==> src/rtl/softmax_pkg.sv <==
// Shared softmax datapath types.
// DATA_SIZE : default element width (signed two's complement)
// elem_t    : signed element / Xmax
// diff_t    : signed Xi - Xmax, one bit wider than an element
// state_t   : sub-max stage FSM states
package softmax_pkg;

    localparam int unsigned DATA_SIZE = 31;

    typedef logic signed [DATA_SIZE-1:0] elem_t;
    typedef logic signed [DATA_SIZE:0]   diff_t;

    typedef enum logic [1:0] {
        IDLE     = 2'd0,
        LOAD     = 2'd1,
        WAIT_MAX = 2'd2,
        REPLAY   = 2'd3
    } state_t;

endpackage

==> src/rtl/softmax_sub_max_block_if.sv <==
// Stream bundle for the softmax sub-max stage.
// Input stream  : in_valid_i / in_ready_o / data_i
// Max strobe    : max_valid_i / data_max_i
// Output stream : out_valid_o / out_ready_i / data_o / out_last_o
// Status        : busy_o
// master = upstream/downstream side, slave = the block itself.
interface softmax_sub_max_block_if #(
    parameter int unsigned data_size = 31
);
    logic                        in_valid_i;
    logic                        in_ready_o;
    logic signed [data_size-1:0] data_i;
    logic                        max_valid_i;
    logic signed [data_size-1:0] data_max_i;
    logic                        out_valid_o;
    logic                        out_ready_i;
    logic signed [data_size:0]   data_o;
    logic                        out_last_o;
    logic                        busy_o;

    modport master (
        output in_valid_i, data_i, max_valid_i, data_max_i, out_ready_i,
        input  in_ready_o, out_valid_o, data_o, out_last_o, busy_o
    );

    modport slave (
        input  in_valid_i, data_i, max_valid_i, data_max_i, out_ready_i,
        output in_ready_o, out_valid_o, data_o, out_last_o, busy_o
    );
endinterface

==> src/rtl/softmax_vec_buffer.sv <==
// Vector register file: vec_len entries of data_size bits.
// clock_i     : clock, rising edge
// i_wr_en     : write strobe
// i_wr_addr   : write index
// i_wr_data   : write data
// i_rd_addr   : read index
// o_rd_data_c : combinational read data
module softmax_vec_buffer #(
    parameter int unsigned vec_len   = 8,
    parameter int unsigned data_size = 31,
    localparam int unsigned addr_w   = $clog2(vec_len)
) (
    input  logic                 clock_i,
    input  logic                 i_wr_en,
    input  logic [addr_w-1:0]    i_wr_addr,
    input  logic [data_size-1:0] i_wr_data,
    input  logic [addr_w-1:0]    i_rd_addr,
    output logic [data_size-1:0] o_rd_data_c
);

    logic [data_size-1:0] r_mem [vec_len];

    // Storage only; contents are don't-care after reset.
    always_ff @(posedge clock_i) begin
        if (i_wr_en) begin
            r_mem[i_wr_addr] <= i_wr_data;
        end
    end

    assign o_rd_data_c = r_mem[i_rd_addr];

endmodule

==> src/rtl/softmax_sub_max_block.sv <==
// Softmax stage 2: buffer one vector, wait for Xmax, replay Xi - Xmax.
// clock_i : clock, rising edge
// reset_i : synchronous reset, active-high
// bus     : slave side of softmax_sub_max_block_if (input stream,
//           max strobe, output stream, busy)
module softmax_sub_max_block
    import softmax_pkg::*;
#(
    parameter int unsigned data_size = DATA_SIZE,
    parameter int unsigned vec_len   = 8
) (
    input  logic                    clock_i,
    input  logic                    reset_i,
    softmax_sub_max_block_if.slave  bus
);

    localparam int unsigned addr_w = $clog2(vec_len);
    // Read pointer must reach vec_len to mark the replay as fully issued.
    localparam int unsigned cnt_w  = addr_w + 1;
    localparam logic [addr_w-1:0] LAST_WR = addr_w'(vec_len - 1);
    localparam logic [cnt_w-1:0]  LAST_RD = cnt_w'(vec_len - 1);
    localparam logic [cnt_w-1:0]  END_RD  = cnt_w'(vec_len);

    state_t                      r_state;
    state_t                      w_next_state;
    logic [addr_w-1:0]           r_wr_ptr;
    logic [cnt_w-1:0]            r_rd_ptr;
    logic                        r_max_vld;
    logic signed [data_size-1:0] r_max;
    logic                        r_out_valid;
    logic signed [data_size:0]   r_data_o;
    logic                        r_out_last;
    logic                        r_in_ready;
    logic                        r_busy;

    logic                        w_in_xfer;
    logic                        w_last_in;
    logic                        w_out_xfer;
    logic                        w_out_load;
    logic                        w_replay_done;
    logic                        w_max_capture;
    logic [data_size-1:0]        w_rd_data;
    logic signed [data_size:0]   w_diff;

    assign w_in_xfer     = bus.in_valid_i && r_in_ready;
    assign w_last_in     = w_in_xfer && (r_wr_ptr == LAST_WR);
    assign w_out_xfer    = r_out_valid && bus.out_ready_i;
    assign w_out_load    = (r_state == REPLAY) && (!r_out_valid || bus.out_ready_i)
                           && (r_rd_ptr < END_RD);
    assign w_replay_done = (r_state == REPLAY) && w_out_xfer && r_out_last;
    // Only the first strobe outside REPLAY is kept.
    assign w_max_capture = bus.max_valid_i && !r_max_vld && (r_state != REPLAY);

    softmax_vec_buffer #(
        .vec_len   (vec_len),
        .data_size (data_size)
    ) u_buf (
        .clock_i     (clock_i),
        .i_wr_en     (w_in_xfer),
        .i_wr_addr   (r_wr_ptr),
        .i_wr_data   (bus.data_i),
        .i_rd_addr   (r_rd_ptr[addr_w-1:0]),
        .o_rd_data_c (w_rd_data)
    );

    // Both operands sign-extended by one bit, so the difference is exact.
    assign w_diff = {w_rd_data[data_size-1], w_rd_data} - {r_max[data_size-1], r_max};

    // Next-state logic.
    always_comb begin
        w_next_state = r_state;
        case (r_state)
            IDLE:     if (w_in_xfer) w_next_state = LOAD;
            LOAD:     if (w_last_in) w_next_state = (r_max_vld || bus.max_valid_i) ? REPLAY : WAIT_MAX;
            WAIT_MAX: if (bus.max_valid_i) w_next_state = REPLAY;
            REPLAY:   if (w_replay_done) w_next_state = IDLE;
            default:  w_next_state = IDLE;
        endcase
    end

    // State register plus status flags decoded from the next state.
    always_ff @(posedge clock_i) begin
        if (reset_i) begin
            r_state    <= IDLE;
            r_in_ready <= 1'b1;
            r_busy     <= 1'b0;
        end else begin
            r_state    <= w_next_state;
            r_in_ready <= (w_next_state == IDLE) || (w_next_state == LOAD);
            r_busy     <= (w_next_state != IDLE);
        end
    end

    // Pointers and max latch.
    always_ff @(posedge clock_i) begin
        if (reset_i) begin
            r_wr_ptr  <= '0;
            r_rd_ptr  <= '0;
            r_max_vld <= 1'b0;
            r_max     <= '0;
        end else begin
            if (w_in_xfer) begin
                r_wr_ptr <= (r_wr_ptr == LAST_WR) ? '0 : r_wr_ptr + addr_w'(1);
            end
            if (w_replay_done) begin
                r_rd_ptr <= '0;
            end else if (w_out_load) begin
                r_rd_ptr <= r_rd_ptr + cnt_w'(1);
            end
            if (w_replay_done) begin
                r_max_vld <= 1'b0;
            end else if (w_max_capture) begin
                r_max_vld <= 1'b1;
                r_max     <= bus.data_max_i;
            end
        end
    end

    // Output register: holds while stalled, reloads on free slot.
    always_ff @(posedge clock_i) begin
        if (reset_i) begin
            r_out_valid <= 1'b0;
            r_data_o    <= '0;
            r_out_last  <= 1'b0;
        end else if (w_out_load) begin
            r_out_valid <= 1'b1;
            r_data_o    <= w_diff;
            r_out_last  <= (r_rd_ptr == LAST_RD);
        end else if (w_out_xfer) begin
            r_out_valid <= 1'b0;
            r_out_last  <= 1'b0;
        end
    end

    assign bus.in_ready_o  = r_in_ready;
    assign bus.busy_o      = r_busy;
    assign bus.out_valid_o = r_out_valid;
    assign bus.data_o      = r_data_o;
    assign bus.out_last_o  = r_out_last;

endmodule

==> src/flat_wrapper.sv <==
// flat-port wrapper written by rule: the top's interface ports become plain ports
module softmax_sub_max_block_flat import softmax_pkg::*;
#(
    parameter int unsigned data_size = DATA_SIZE,
    parameter int unsigned vec_len   = 8
)
  (clock_i, reset_i, bus_in_valid_i, bus_data_i, bus_max_valid_i, bus_data_max_i, bus_out_ready_i, bus_in_ready_o, bus_out_valid_o, bus_data_o, bus_out_last_o, bus_busy_o);
  softmax_sub_max_block_if #(.data_size(data_size)) bus_i ();
  input  logic clock_i;
  input  logic reset_i;
  input wire logic [$bits(bus_i.in_valid_i)-1:0] bus_in_valid_i;
  input wire logic [$bits(bus_i.data_i)-1:0] bus_data_i;
  input wire logic [$bits(bus_i.max_valid_i)-1:0] bus_max_valid_i;
  input wire logic [$bits(bus_i.data_max_i)-1:0] bus_data_max_i;
  input wire logic [$bits(bus_i.out_ready_i)-1:0] bus_out_ready_i;
  output wire logic [$bits(bus_i.in_ready_o)-1:0] bus_in_ready_o;
  output wire logic [$bits(bus_i.out_valid_o)-1:0] bus_out_valid_o;
  output wire logic [$bits(bus_i.data_o)-1:0] bus_data_o;
  output wire logic [$bits(bus_i.out_last_o)-1:0] bus_out_last_o;
  output wire logic [$bits(bus_i.busy_o)-1:0] bus_busy_o;
  assign bus_i.in_valid_i = bus_in_valid_i;
  assign bus_i.data_i = bus_data_i;
  assign bus_i.max_valid_i = bus_max_valid_i;
  assign bus_i.data_max_i = bus_data_max_i;
  assign bus_i.out_ready_i = bus_out_ready_i;
  assign bus_in_ready_o = bus_i.in_ready_o;
  assign bus_out_valid_o = bus_i.out_valid_o;
  assign bus_data_o = bus_i.data_o;
  assign bus_out_last_o = bus_i.out_last_o;
  assign bus_busy_o = bus_i.busy_o;
  softmax_sub_max_block #(.data_size(data_size), .vec_len(vec_len)) u_core (.clock_i(clock_i), .reset_i(reset_i), .bus(bus_i));
endmodule
==> config.mk <==
export PLATFORM = sky130hd
export DESIGN_NAME = softmax_sub_max_block_flat
export DESIGN_NICKNAME = d
export VERILOG_FILES = /design/src/rtl/softmax_pkg.sv /design/src/rtl/softmax_sub_max_block_if.sv /design/src/rtl/softmax_vec_buffer.sv /design/src/rtl/softmax_sub_max_block.sv /design/src/flat_wrapper.sv
export SDC_FILE = /design/constraint.sdc
export NUM_CORES = 1
export LEC_CHECK = 0
export ABC_AREA = 0
export BUFFER_PORTS_ARGS = -buffer_cell sky130_fd_sc_hd__buf_2
export CORE_ASPECT_RATIO = 2
export CORE_MARGIN = 4
export CORE_UTILIZATION = 32
export DETAILED_ROUTE_END_ITERATION = 6
export GPL_ROUTABILITY_DRIVEN = 1
export GPL_TIMING_DRIVEN = 1
export SYNTH_ARGS = -nofsm -noshare
export SYNTH_HDL_FRONTEND = slang
export SYNTH_HIERARCHICAL = 1
export SYNTH_SLANG_ARGS = --single-unit
==> constraint.sdc <==
create_clock -name clock_i -period 5.97 [get_ports clock_i]
set_input_delay 0.2985 -clock clock_i [delete_from_list [all_inputs] [get_ports clock_i]]
set_output_delay 0.2985 -clock clock_i [all_outputs]
set_load 0.01 [all_outputs]
==> out/metrics.csv <==
stage,metric,value,unit
timing,RSZ-0062 raised after global routing,false,
synthesis,synthesized net count,1080,
final_layout,synthesis-to-layout area growth,16.4,%
synthesis,gate count after technology mapping,978,
grt,initial antenna violation count,8,
floorplanning,die width,157,microns
timing,setup violators final,0,
power,Max rail drop VDD,0.230,mV
final_layout,"commonest non-fill, non-tap cells in the layout","edfxtp_1, nand2_1, buf_2",
critical_path,startpoint type of the worst setup path,register,
min_path,WHS Path Cells,1,
drt,via count,8419,
clock_tree,post-CTS setup buffers,0,
drt,Post-route DRC,0,
synthesis,synth top area cells,"edfxtp_1, mux4_1, dfxtp_1, nand2_1, ha_1",
clock_tree,Num CTS Buffers,27,
critical_path,crit path kind,register to register,
synthesis,Ys Warns,6,
min_path,HP Start,bus_data_i[21],
grt,vias in the first global route,8753,
synthesis,Synth area leader,edfxtp_1,
synthesis,Yosys top cell area share,0.527,
drt,vias per cell,5.02,
critical_path,worst r2r path cells,12,
critical_path,Worst setup EP type,register,
min_path,Hold WC Path Type,primary input to register,
clock_tree,clk sink count,325,
timing,fin. max-slew vios,0,
critical_path,reg-to-reg setup timing slack,1270,ps
critical_path,CP Data Arrival Time,5140,ps
final_layout,layout cells sized above 1,0.192,
placed_design,Final GP Congestion,0.871,
critical_path,Critical Path Fanout Max,18,
drt,TritonRoute pass-1 iters,4,
final_layout,NumNets Final,1206,
drt,DRT iter0 DRCs,367,
timing,Slew @ Worst Pin,1040,ps
final_layout,final instance area,0.0164,sq mm
placed_design,DPL Wire Length,22.8,mm
status,status,"complete, no violations",
synthesis,"Seq/Total Area, Yosys",0.636,
power,PwrDens,290,mW/mm^2
timing,Fin. Hold Viols,0,
grt,first-pass GRT wire length,50.6,mm
floorplanning,Starting Density,0.325,
grt,GRT overflow,0,
clock_tree,post-cts sizing count,0,
clock_tree,CTS tree,yes,
clock_tree,Clock Path Buffers,3,
timing,Slew Limit Headroom,0.302,
timing,fin crit share,0.787,
flow_run,Max-cap violations,0,
floorplanning,Die Ht,305,microns
clock_tree,clock-pin slew on the worst setup and hold paths,70,ps
synthesis,Synth Flop Type,edfxtp_1,
critical_path,R2R Path Start,u_core/r_rd_ptr[0],
grt,pin count of the biggest net entering global routing,38,
critical_path,CP required,6410,ps
timing,final worst path period need,4700,ps
floorplanning,I/O pin cnt,103,
placed_design,I/O Buffers,102,
clock_tree,clock network latency to the later pin of the worst-skew pair,550,ps
synthesis,Mapped Area,0.0141,sq mm
power,P_leak,5.72,nW
synthesis,"FFs w/ async S/R, synth",0,
clock_tree,H-tree lvl count,1,
clock_tree,Clock Tree Root,clkbuf_16,
drt,Total Wirelength,33.5,mm
timing,Fmax achieved,213,MHz
drt,WL/cell,20.0,microns
floorplanning,Die ar.,0.0478,sq mm
synthesis,"EDFF count, synth",248,
critical_path,r2r endpoint,u_core/bus.data_o[26],
placed_design,DP Area,0.0152,sq mm
clock_tree,hold_buf cts,26,
timing,setup_tns,0,ps
min_path,WHS Endpoint,u_core/u_buf/r_mem[5][21],
synthesis,synthesized flop and latch total,325,
drt,Post-DRT Antenna Nets,0,
final_layout,"most common cell after layout, fill and taps aside",edfxtp_1,
floorplanning,Core ar.,0.0435,sq mm
floorplanning,Cell Rows,108,
synthesis,Synth cell types,52,
synthesis,post-synthesis area per instance,14.4,sq um
grt,Total Routing Usage GR,0.136,
timing,Setup Skew,19.7,ps
-- critical path: stages (launching register included) --
cell and delay, ps:
dfxtp_2 660, buf_4 400, mux4_1 610, mux2_2 290, ha_1 300, nand2b_1 110, a211oi_1 570, o21ai_0 320
a211oi_1 620, a221o_1 260, a21o_1 140, nor2_1 50, a221o_1 250
-- registers in the layout, indices dropped and copies added, names as in the netlist --
register	cells
u_core/bus.busy_o	1
u_core/bus.data_o	32
u_core/bus.in_ready_o	1
u_core/bus.out_last_o	1
u_core/bus.out_valid_o	1
u_core/r_max	31
u_core/r_max_vld	1
u_core/r_rd_ptr	4
u_core/r_state	2
u_core/r_wr_ptr	3
u_core/u_buf/r_mem	248
-- cell type report --
class / count / area [sq um]
well taps: 550 / 688
diodes: 3 / 7.51
repair buffers: 144 / 891
fillers: 4118 / 27100
flip-flops and latches: 325 / 8990
inverters: 39 / 146
clock buffers: 30 / 687
multi-input cells: 567 / 4780
clock inverters: 19 / 246
-- report_power, final --
part           internal [mW]  total [mW]  switching, mW
logic                  0.161       0.410          0.249
registers               2.48        2.49         0.0160
clock network           1.06        1.86          0.806
-- how the worst max path moves through the flow --
stage	from	end	slack, ps	depth (start not counted)
5_1_grt	u_core/r_rd_ptr[0]	u_core/bus.data_o[30]	1180	12
4_1_cts	u_core/r_rd_ptr[0]	u_core/bus.data_o[26]	1290	12
2_1_floorplan	u_core/r_rd_ptr[2]	u_core/bus.data_o[29]	2340	14
3_3_place_gp	u_core/r_rd_ptr[0]	u_core/bus.data_o[26]	1340	12
3_5_place_dp	u_core/r_rd_ptr[0]	u_core/bus.data_o[26]	1320	12
6_report	u_core/r_rd_ptr[0]	u_core/bus.data_o[26]	1270	12
-- per-layer routing --
layer	track usage	share of wire	vias to the layer above	wire length [microns]
met3	0.0207	0.041	57	1360
met4	0.0424	0.026	10	866
li1	-	-	4001	-
met2	0.263	0.56	196	18700
met1	0.148	0.37	4155	12500
met5	0	0.0019	-	62
-- cells in the mapped netlist, types with 2 or more instances --
| master | number |
|---|---|
| and3_1 | 8 |
| o211ai_1 | 3 |
| o21a_1 | 2 |
| a31oi_1 | 6 |
| a211oi_1 | 8 |
| o21ai_0 | 25 |
| or3_1 | 4 |
| nor2_1 | 39 |
| a21oi_1 | 76 |
| a41oi_1 | 2 |
| mux4_1 | 62 |
| nor3_1 | 13 |
| o21bai_1 | 4 |
| and2_1 | 2 |
| a221o_1 | 3 |
| inv_1 | 39 |
| xnor2_1 | 11 |
| a211o_1 | 4 |
| a32o_1 | 2 |
| nor2b_1 | 7 |
| a2111oi_0 | 2 |
| xor2_1 | 6 |
| or2_2 | 4 |
| ha_1 | 34 |
| o21ai_1 | 3 |
| o311ai_0 | 3 |
| nand4_1 | 8 |
| a21oi_2 | 3 |
| nand2b_1 | 7 |
| clkbuf_1 | 34 |
| nand2_1 | 132 |
| buf_1 | 3 |
| a21o_1 | 22 |
| nor4_1 | 5 |
| buf_6 | 9 |
| dfxtp_1 | 77 |
| edfxtp_1 | 248 |
| nand3_1 | 14 |
| mux2_2 | 31 |
-- cells by family after synthesis --
| kind of cell | synth area share |
|---|---|
| xor+xnor | 0.0105 |
| compound gates | 0.0763 |
| mux | 0.140 |
| simple gates | 0.0778 |
| buf+inv | 0.0277 |
| flops | 0.636 |
| fa+ha+maj | 0.0315 |
-- per-stage QoR --
stage / hold WS [ps] / std cells / setup WS [ps] / total power, mW / utilization
2_1_floorplan: 397 / 978 / 2340 / 2.80 / -
3_3_place_gp: 434 / 1599 / 1340 / 2.93 / 0.350
3_5_place_dp: 442 / 1599 / 1320 / 2.94 / 0.350
4_1_cts: 0.639 / 1674 / 1290 / 4.82 / 0.378
5_1_grt: 12.0 / 1675 / 1180 / 4.94 / 0.378
6_report: 22.9 / 1677 / 1270 / 4.77 / 0.378
No activity file was read; power rests on OpenSTA's default activity.
